[src/rtl/hilo_pkg.sv]
// HI/LO result stage: shared types and constants.
// State encoding, result kinds, register selects, data width.
package hilo_pkg;

    localparam int XLEN = 32;

    typedef enum logic {
        ST_IDLE    = 1'b0,
        ST_PENDING = 1'b1
    } state_e;

    localparam logic KIND_MUL = 1'b0;
    localparam logic KIND_DIV = 1'b1;
    localparam logic SEL_LO   = 1'b0;
    localparam logic SEL_HI   = 1'b1;

endpackage

[src/rtl/hilo_fwd_mux.sv]
// HI/LO read-forwarding select: handshake > mt write > stored.
// Ports: rd_sel_i, hs_wr_i/res_*_i, mt_wr_i/mt_*_i, hi/lo_q_i -> fwd_o.
module hilo_fwd_mux
    import hilo_pkg::*;
(
    input  logic            rd_sel_i,
    input  logic            hs_wr_i,
    input  logic [XLEN-1:0] res_hi_i,
    input  logic [XLEN-1:0] res_lo_i,
    input  logic            mt_wr_i,
    input  logic            mt_sel_i,
    input  logic [XLEN-1:0] mt_data_i,
    input  logic [XLEN-1:0] hi_q_i,
    input  logic [XLEN-1:0] lo_q_i,
    output logic [XLEN-1:0] fwd_o
);

    always_comb begin
        fwd_o = (rd_sel_i == SEL_HI) ? hi_q_i : lo_q_i;
        if (mt_wr_i && (mt_sel_i == rd_sel_i)) begin
            fwd_o = mt_data_i;
        end
        if (hs_wr_i) begin
            fwd_o = (rd_sel_i == SEL_HI) ? res_hi_i : res_lo_i;
        end
    end

endmodule

[src/rtl/hilo_unit.sv]
// HI/LO register pair behind the mul/div units, one op outstanding.
// Ports: issue_*, res_*, mt_*, rd_* handshakes; hi/lo, dz_flag, err status.
module hilo_unit
    import hilo_pkg::*;
(
    input  logic            clk,
    input  logic            reset,
    input  logic            issue_valid,
    input  logic            issue_kind,
    output logic            issue_ready,
    input  logic            res_valid,
    input  logic            res_kind,
    input  logic [XLEN-1:0] res_hi,
    input  logic [XLEN-1:0] res_lo,
    input  logic            res_dz,
    output logic            res_ready,
    input  logic            mt_en,
    input  logic            mt_sel,
    input  logic [XLEN-1:0] mt_data,
    input  logic            rd_req,
    input  logic            rd_sel,
    output logic [XLEN-1:0] rd_data,
    output logic            rd_valid,
    output logic            stall,
    output logic [XLEN-1:0] hi,
    output logic [XLEN-1:0] lo,
    output logic            dz_flag,
    input  logic            dz_clr,
    output logic            err
);

    state_e            state_q, state_d;
    logic              pend_kind_q, pend_kind_d;
    logic [XLEN-1:0]   hi_q, hi_d;
    logic [XLEN-1:0]   lo_q, lo_d;
    logic              dz_q, dz_d;
    logic              err_q, err_d;
    logic [XLEN-1:0]   rd_data_q, rd_data_d;
    logic              rd_valid_q, rd_valid_d;

    logic              pending;
    logic              hs;
    logic              dz_res;
    logic              hs_wr;
    logic              mt_wr;
    logic              rd_acc;
    logic [XLEN-1:0]   fwd;

    assign pending = (state_q == ST_PENDING);
    assign hs      = pending & res_valid;
    // A zero-divisor divide reports through dz_flag and leaves HI/LO alone.
    assign dz_res  = hs & (res_kind == KIND_DIV) & res_dz;
    assign hs_wr   = hs & ~dz_res;
    assign mt_wr   = ~pending & mt_en;
    assign stall   = rd_req & pending & ~hs;
    assign rd_acc  = rd_req & ~stall;

    hilo_fwd_mux u_fwd (
        .rd_sel_i  (rd_sel),
        .hs_wr_i   (hs_wr),
        .res_hi_i  (res_hi),
        .res_lo_i  (res_lo),
        .mt_wr_i   (mt_wr),
        .mt_sel_i  (mt_sel),
        .mt_data_i (mt_data),
        .hi_q_i    (hi_q),
        .lo_q_i    (lo_q),
        .fwd_o     (fwd)
    );

    always_comb begin
        state_d     = state_q;
        pend_kind_d = pend_kind_q;
        hi_d        = hi_q;
        lo_d        = lo_q;
        dz_d        = dz_q;
        err_d       = err_q;
        rd_valid_d  = rd_acc;
        rd_data_d   = rd_acc ? fwd : rd_data_q;

        unique case (state_q)
            ST_IDLE: begin
                if (issue_valid) begin
                    state_d     = ST_PENDING;
                    pend_kind_d = issue_kind;
                end
            end
            ST_PENDING: begin
                if (issue_valid || mt_en) begin
                    err_d = 1'b1;
                end
                if (hs) begin
                    state_d = ST_IDLE;
                    if (res_kind != pend_kind_q) begin
                        err_d = 1'b1;
                    end
                end
            end
        endcase

        if (mt_wr) begin
            if (mt_sel == SEL_HI) hi_d = mt_data;
            else                  lo_d = mt_data;
        end
        if (hs_wr) begin
            hi_d = res_hi;
            lo_d = res_lo;
        end

        // Setting wins over a same-cycle clear.
        if (dz_res)      dz_d = 1'b1;
        else if (dz_clr) dz_d = 1'b0;
    end

    always_ff @(posedge clk) begin
        if (reset) begin
            state_q     <= ST_IDLE;
            pend_kind_q <= KIND_MUL;
            hi_q        <= '0;
            lo_q        <= '0;
            dz_q        <= 1'b0;
            err_q       <= 1'b0;
            rd_data_q   <= '0;
            rd_valid_q  <= 1'b0;
        end else begin
            state_q     <= state_d;
            pend_kind_q <= pend_kind_d;
            hi_q        <= hi_d;
            lo_q        <= lo_d;
            dz_q        <= dz_d;
            err_q       <= err_d;
            rd_data_q   <= rd_data_d;
            rd_valid_q  <= rd_valid_d;
        end
    end

    assign issue_ready = ~pending;
    assign res_ready   = pending;
    assign rd_data     = rd_data_q;
    assign rd_valid    = rd_valid_q;
    assign hi          = hi_q;
    assign lo          = lo_q;
    assign dz_flag     = dz_q;
    assign err         = err_q;

endmodule

[config.mk]
export PLATFORM = sky130hd
export DESIGN_NAME = hilo_unit
export DESIGN_NICKNAME = d
export VERILOG_FILES = /design/src/rtl/hilo_pkg.sv /design/src/rtl/hilo_fwd_mux.sv /design/src/rtl/hilo_unit.sv
export SDC_FILE = /design/constraint.sdc
export NUM_CORES = 1
export LEC_CHECK = 0
export CAP_MARGIN = 15
export CELL_PAD_IN_SITES_DETAIL_PLACEMENT = 1
export CELL_PAD_IN_SITES_GLOBAL_PLACEMENT = 1
export CORE_UTILIZATION = 50
export CTS_CLUSTER_SIZE = 25
export DETAILED_ROUTE_END_ITERATION = 16
export DONT_BUFFER_PORTS = 1
export HOLD_SLACK_MARGIN = 0.15
export PLACE_DENSITY = 0.84
export SLEW_MARGIN = 5
export SYNTH_ARGS = -nofsm -noshare
export SYNTH_HDL_FRONTEND = slang
export SYNTH_HIERARCHICAL = 1
export SYNTH_SLANG_ARGS = --single-unit
[constraint.sdc]
create_clock -name clk -period 6.26 [get_ports clk]
set_input_delay 0.939 -clock clk [delete_from_list [all_inputs] [get_ports clk]]
set_output_delay 0.939 -clock clk [all_outputs]
set_load 0.01 [all_outputs]
# --- Yosys cells after proc, flatten, opt, wreduce, memory -nomap -nowiden ---
# Cells that the tools add are included.
totals:
  wordCells: 49
  output_inout_bits: 102
  reg_bits: 101
  in_bits: 108
classes:
  n_mux: 18
  eq_ne: 3
  reduce_logical: 8
  bitwise: 12
ops:
  columns: ["cell", "n"]
  rows:
  - ["2-to-1 mux 32 bit", 10]
  - ["bitwise AND 1 bit", 8]
  - ["2-to-1 mux 1 bit", 7]
  - ["AND reduction 2 bit", 3]
  - ["nonzero test 2 bit", 3]
  - ["inverter 1 bit", 4]
  - ["!= test 2 x 1 -> 1 bit, second input constant", 1]
  - ["one-hot mux 1 bit (2 select lines)", 1]
  - ["equality test 1 bit", 1]
  - ["logical AND 1 bit", 1]
  - ["logical OR 1 bit", 1]
  - ["!= test 1 bit", 1]

# --- Logic depth before layout (Yosys ltp) ---
# Gate-level depths: netlist of run 1.
depth:
  depth_word: 7
  depth_mapped: 13

# --- Hierarchy ---
# The synthesis of run 1 kept the hierarchy.
by_module_without_submodules:
  columns: ["module", "seq_area_each_um2", "area_per_inst_um2", "n_inst", "cells_per_inst"]
  rows:
  - ["hilo_unit", 2021.9, 4365.4, 1, 505]
  - ["hilo_fwd_mux", 0.0, 1747.9, 1, 191]

# --- Worst setup path before layout of run 1 ---
# Ideal clock, no wire load.
synth_path:
  kind: "input to register"
  start: "input res_kind"
  end: "register rd_data_q[23], in the netlist rd_data[23]"
  required_time_ns: 6.190
  setup_ns: 0.070
  t_arrival_ns: 2.710
  path_slack_ns: 3.480
  path_stages: 12
  path_cell_list: "and2_1 or2_1 buf_6 buf_6 inv_1 buf_2 buf_2 clkbuf_1 nor2_1 a221oi_2 nand3_1 a21oi_1"
synth_between:
  elab_chain_len: 5
synth_rtl:
  columns: ["item", "line", "rtl"]
  rows:
  - ["from (decl)", "hilo_unit.sv:12", "input logic res_kind,"]
  - ["bitwise AND 1 bit (2 in a row)", "hilo_unit.sv:52", "assign dz_res = hs & (res_kind == KIND_DIV) & res_dz;"]
  - ["inverter 1 bit", "hilo_unit.sv:53", "assign hs_wr = hs & ~dz_res;"]
  - ["bitwise AND 1 bit", "hilo_unit.sv:53", null]
  - ["via hs_wr", "hilo_unit.sv:44", "logic hs_wr;"]
  - ["2-to-1 mux 32 bit", "hilo_fwd_mux.sv:23", "if (hs_wr_i) begin"]
  - ["via fwd[23]", "hilo_unit.sv:47", "logic [XLEN-1:0] fwd;"]
  - ["to (signal assigned)", "hilo_unit.sv:132", "rd_data_q <= rd_data_d;"]
  - ["to (decl)", "hilo_unit.sv:38", "logic [XLEN-1:0] rd_data_q, rd_data_d;"]
# The timed path passes the listed nets, and every way through them passes these cells.
# A chain may end at the register's enable or synchronous reset.

# --- Worst setup path after layout of run 1 ---
layout_path:
  start: "input res_kind"
  end: "register rd_data_q[1], in the netlist rd_data[1]"
# Same word-level chain as after synthesis.

==> impl_results.md, run 1 <==
- Max-cap violation count: 0
- Vias in the first global route: 6086
- Post-synth EDFFs: 0
- Layout filler cell count: 1398
- FP Rows: 40
- Num CTS Buffers: 9
- DRT iter0 DRCs: 467
- Latest clock arrival within the worst-skew pair: 0.35 ns
- TNS Setup: 0 ns
- Antenna-violating nets left: 0
- Final Power: 1620 uW
- Clk sinks: 101
- Worst hold path class: register to register
- Max Clock Freq: 227 MHz
- Dominant cells by area after synthesis: dfxtp_1 33%, a211oi_1 7.6%, a221oi_2 7.4%
- Layout cell share with drive strength beyond 1: 11.1%
- Initial antenna violation count: 0
- R2R depth: 8
- Setup crit end kind: register
- Post-Syn Instances: 696
- Worst hold path depth: 2
- Die area: 0.0127 sq mm
- Drt pass-1 iters: 5
- Final Hold Violating Endpoints: 0
- Root Driver: clkbuf_16
- Synth top area share: 33.1%
- Slew @ Worst Pin: 1.15 ns
- Maximum buffer depth of the clock tree: 2
- Reg-to-reg startpoint: res_ready
- Tmin final: 4.41 ns
- Top cells by count, synth: 101 x dfxtp_1, 65 x nand2_1, 62 x a211oi_1
- Post-Syn Area: 0.00611 sq mm
- Largest area contributor in the netlist: dfxtp_1
- Power Density: 265 mW/mm^2
- RSZ-0062 raised after global routing: false
- Most common cell in the netlist: dfxtp_1
- Status: complete, no violations
- Hold path start: pend_kind_q
- CTS-repair resized insts: 0
- Sequential fraction of the synthesis area: 33.1%
- Async SR Flop Fraction: 0%
- Routed vias/inst: 7.29
- Gr ovfl total: 0
- Total number of H-tree levels: 3
- Die Height: 113 um
- CORE AREA: 0.0120 sq mm
- Number of port buffers: 0
- Footprint of the multi-input gates: 0.00344 sq mm
- CTS Hold Bufs: 0
- Most used DFF post-synth: dfxtp_1
- Reg2reg end: rd_data[1]
- Register bit total from synthesis: 101
- Layout Nets: 737
- Final core occ: 51.2%
- Post-CTS Setup Repair Bufs: 0
- Largest net degree at the start of global routing: 102
- Critical path fanouts, max: 67
- Worst Path Required: 6.50 ns
- WL final: 21300 um
- Normalized max-slew margin: 23.6%
- DRC Markers: 0
- Final slew viol count: 0
- Post-synthesis net count: 804
- IO Count: 210
- Vias: 5679
- Critical Path AT: 4.65 ns
- Final Skew: 0.00545 ns
- Die W: 113 um
- Placed inst area: 0.00585 sq mm
- WL per Instance: 27.3 um
- Hold Path Sink: pend_kind_q
- Starting Density: 51.1%
- Final setup violation count: 0
- Final HPWL DP: 13200 um
- Yosys cell types: 39
- Total track usage: 33.6%
- Hold_ws: 0.509 ns
- Area Overhead vs Synth: 0.246%
- Final period util: 70.5%
- CTS tree: built
- First-pass GRT wire length: 33200 um
- Crit Path Class: input pin to register
- GPL Wtd Cong: 0.813
- Design area: 0.00613 sq mm
- Lkg Pwr: 0.00216 uW
- Peak VDD IR: 0.000172 V
- Synthesized area per cell: 8.78 sq um
- Ant. Diodes: 0
- Worst-path clk slew: 0.07 ns
- Synth warnings: 6
- Sequential cell area: 0.00202 sq mm
- Reg2reg setup slack: 2.68 ns
- Startpoint Class: input pin
-- power by group --
part / internal (uW) / leakage [uW] / total (uW) / switching (uW)
clock: 317 / 0.000139 / 562 / 245
sequential: 695 / 0.000830 / 772 / 76.6
combinational: 117 / 0.00119 / 288 / 171
-- how the worst max path moves through the flow --
stage             start          end  slack (ns)  cells after the start
3_3_place_gp   res_kind   rd_data[6]        1.78                      8
2_1_floorplan  res_kind  rd_data[23]        3.48                     12
3_5_place_dp   res_kind   rd_data[6]        1.63                      8
4_1_cts        res_kind  rd_data[11]        2.01                      9
6_report       res_kind   rd_data[1]        1.85                      9
5_1_grt        res_kind   rd_data[1]        1.71                      9
-- routing by layer --
layer	part of all wire, %	global-route usage [%]
met5	0	0
met4	3.1	15.4
met3	11	13.9
met2	47	54.9
met1	38	38.4
-- critical path: stages --
cell and delay (ns):
and2_2 0.11, buf_4 0.61, or2_2 0.86, clkinv_2 0.83, buf_4 0.56, a211oi_1 0.40
a221oi_2 0.07, nand3_1 0.11, a21oi_1 0.07
-- flip-flops by register name (all words and copies together) (netlist names) --
signal and flops:
dz_flag 1, pend_kind_q 1, hi 32, lo 32
res_ready 1, err 1, rd_data 32, rd_valid 1
-- layout make-up --
class	count	area share (%)
clock buffers	12	4.02
clock inverters	2	0.572
well taps	147	3.00
multi-input cells	475	56.2
flip-flops and latches	101	33.0
inverters	34	2.10
repair buffers	8	1.10
-- kinds of logic (layout without fill, tap and decap cells) --
family	after synthesis	after routing	share of synthesized area (%)
xor gates and xnor gates	2	2	0.409
and+or+nand+nor	180	180	13.4
muxes	66	66	11.5
DFF	101	101	33.1
AOI/OAI and AO/OA	227	227	30.7
buffers and inverters	120	56	10.9
-- cell usage in the layout, fill, tap and decap left out, types with 2 or more instances in the layout --
cell         n
nand3_1     33
nor2_1      35
a21oi_1     34
inv_1       33
a311oi_2     3
a211oi_2     2
clkbuf_1     2
o21ai_0     32
mux2_2       5
clkbuf_16    9
mux2_1      27
a311oi_1    29
clkinv_2     2
a221oi_1     2
mux2i_1     34
buf_4        7
o32ai_1     30
nand2_1     65
a211oi_1    62
nor3_1      36
a221oi_2    30
nand2b_1     2
dfxtp_1    101
-- stage by stage --
step           instances  worst slack [ns]
4_1_cts              779              2.01
3_3_place_gp         764              1.78
2_1_floorplan        696              3.48
6_report             779              1.85
5_1_grt              779              1.71
3_5_place_dp         765              1.63
Power figures use the tool's default switching activity.
==> run 2: changes to the inputs <==
- CORE_UTILIZATION: 50 -> 47
- PLACE_DENSITY: 0.84 -> 0.79
- clock period: 6.26 -> 4.2 ns (I/O delays scaled with it)
==> impl_results.md, run 2 (same netlist as run 1, synthesis figures left out) <==
- Antenna-violating nets left: 0 (unchanged)
- FP Rows: 41 (+2.5%)
- CORE AREA: 0.0127 sq mm (+5.9%)
- Worst-path clk slew: 0.07 ns (about the same)
- Normalized max-slew margin: 37.1% (+13 points)
- Ant. Diodes: 0 (unchanged)
- Worst Path Required: 4.49 ns (-2.01 ns)
- WL per Instance: 26.8 um (-1.7%)
- Lkg Pwr: 0.00219 uW (+1.3%)
- Area Overhead vs Synth: 1.76%
- Critical Path AT: 2.86 ns (-1.79 ns)
- Final setup violation count: 0 (unchanged)
- Die W: 116 um (+3.1%)
- Die area: 0.0135 sq mm (+6.3%)
- Final Skew: 0.00938 ns (+0.00394 ns)
- Startpoint Class: register
- DRT iter0 DRCs: 421 (-9.9%)
- Part of the power in registers: 47.0% (-0.6 points)
- Tmin final: 2.58 ns
- Power Density: 394 mW/mm^2 (+49%)
- IO Count: 210 (unchanged)
- Number of port buffers: 0 (unchanged)
- Peak VDD IR: 0.000170 V (-0.91%)
- Latest clock arrival within the worst-skew pair: 0.36 ns (about the same)
- Final slew viol count: 0 (unchanged)
- Die Height: 116 um (+3.1%)
- CTS tree: built
- Layout Nets: 742 (+0.68%)
- Critical path fanouts, max: 34 (-49%)
- Setup crit end kind: register
- Status: complete, no violations
- Commonest non-fill, non-tap cells in the layout: 101 x dfxtp_1, 65 x nand2_1, 62 x a211oi_1, 36 x nor3_1, 35 x nor2_1
- Comb power frac: 17.8% (about the same)
- First-pass GRT wire length: 33000 um (-0.60%)
- Max Clock Freq: 388 MHz
- CTS Hold Bufs: 0 (unchanged)
- RSZ-0062 raised after global routing: false
- Gr ovfl total: 0 (unchanged)
- Routed vias/inst: 6.99 (-4.1%)
- DRC Markers: 0 (unchanged)
- Slew @ Worst Pin: 0.942 ns (-0.204 ns)
- Layout cell share with drive strength beyond 1: 12.2% (+1.1 points)
- Clk network pwr share: 35.3% (+0.6 points)
- Vias: 5670 (-0.16%)
- Fin worst setup slack: 1.62 ns (-0.225 ns)
- Total track usage: 32.3% (-1.3 points)
- Max-cap violation count: 0 (unchanged)
- Largest net degree at the start of global routing: 102 (unchanged)
- TNS Setup: 0 ns (unchanged)
- Final HPWL DP: 13700 um (+4.3%)
- CTS-repair resized insts: 0 (unchanged)
- Root Driver: clkbuf_16
- Post-CTS Setup Repair Bufs: 0 (unchanged)
- Switching share of power: 31.6% (+1.2 points)
- Initial antenna violation count: 0 (unchanged)
- GPL Wtd Cong: 0.808 (-0.64%)
- Crit Path Class: register to register
- Starting Density: 48.2% (-2.9 points)
- Internal power: 1680 uW (+49%)
- Total number of H-tree levels: 3 (unchanged)
- Num CTS Buffers: 9 (unchanged)
- Final Hold Violating Endpoints: 0 (unchanged)
- Place WS: 1.63 ns (-0.00546 ns)
- Vias in the first global route: 5936 (-2.5%)
- WL final: 21800 um (+2.4%)
- Maximum buffer depth of the clock tree: 2 (unchanged)
- Drt pass-1 iters: 5 (unchanged)
- Clk sinks: 101 (unchanged)
- Worst hold path class: input pin to register
- Final period util: 61.3%
- Leading cell type in the layout, fill and taps excluded: dfxtp_1
- Psw: 774 uW (+57%)
==> run 2: power groups by stage <==
stage          clock [uW]  sequential [uW]  combinational [uW]
2_1_floorplan           0             1140                 394
3_3_place_gp            0             1170                 405
3_5_place_dp            0             1170                 430
4_1_cts               862             1150                 432
5_1_grt               906             1160                 476
6_report              864             1150                 436
==> run 2: cell type report <==
class,instances,area (sq um)
clock inverter,6,63.8
fill,1496,6450
inverter,34,129
sequential,101,2020
multi-input combinational,475,3440
clock buffer,10,229
tap,172,215
timing repair buffer,13,118
==> run 2: path summary, 6_finish.rpt <==
path              slack (ns)          end  cells after the start        start
setup / recovery        1.62   rd_data[2]                      8    res_ready
hold / removal          0.34        hi[6]                      1        reset
setup reg to reg        1.62   rd_data[2]                      8    res_ready
hold reg to reg         0.49  pend_kind_q                      2  pend_kind_q
==> run 2: critical path, stage by stage, from the launching register on <==
cell,delay (ns)
dfxtp_1,0.70
nand2_2,0.11
or2_2,0.35
clkinv_2,0.23
buf_4,0.41
nor2_1,0.11
a221oi_2,0.28
nand3_1,0.14
a21oi_1,0.17
==> run 2: through the flow <==
| step | hold WS [ns] | instance area, sq um | instances | util (%) | power, uW |
|---|---|---|---|---|---|
| 3_3_place_gp | 0.455 | 5910 | 794 | 46.7 | 1570 |
| 5_1_grt | 0.338 | 6220 | 811 | 49.1 | 2540 |
| 6_report | 0.343 | 6220 | 811 | 49.1 | 2450 |
| 4_1_cts | 0.336 | 6210 | 810 | 49.0 | 2440 |
| 2_1_floorplan | 0.448 | 6110 | 696 | - | 1530 |
| 3_5_place_dp | 0.467 | 5910 | 794 | 46.7 | 1600 |
==> run 2: routing by layer <==
layer / routed length, um / share of wire, % / track usage, % / vias up
met1: 8540 / 39 / 38.8 / 2845
met2: 10400 / 48 / 51.0 / 278
li1: - / - / - / 2499
met4: 549 / 2.5 / 15.6 / 0
met5: 0 / 0 / 0 / -
met3: 2220 / 10 / 12.0 / 48
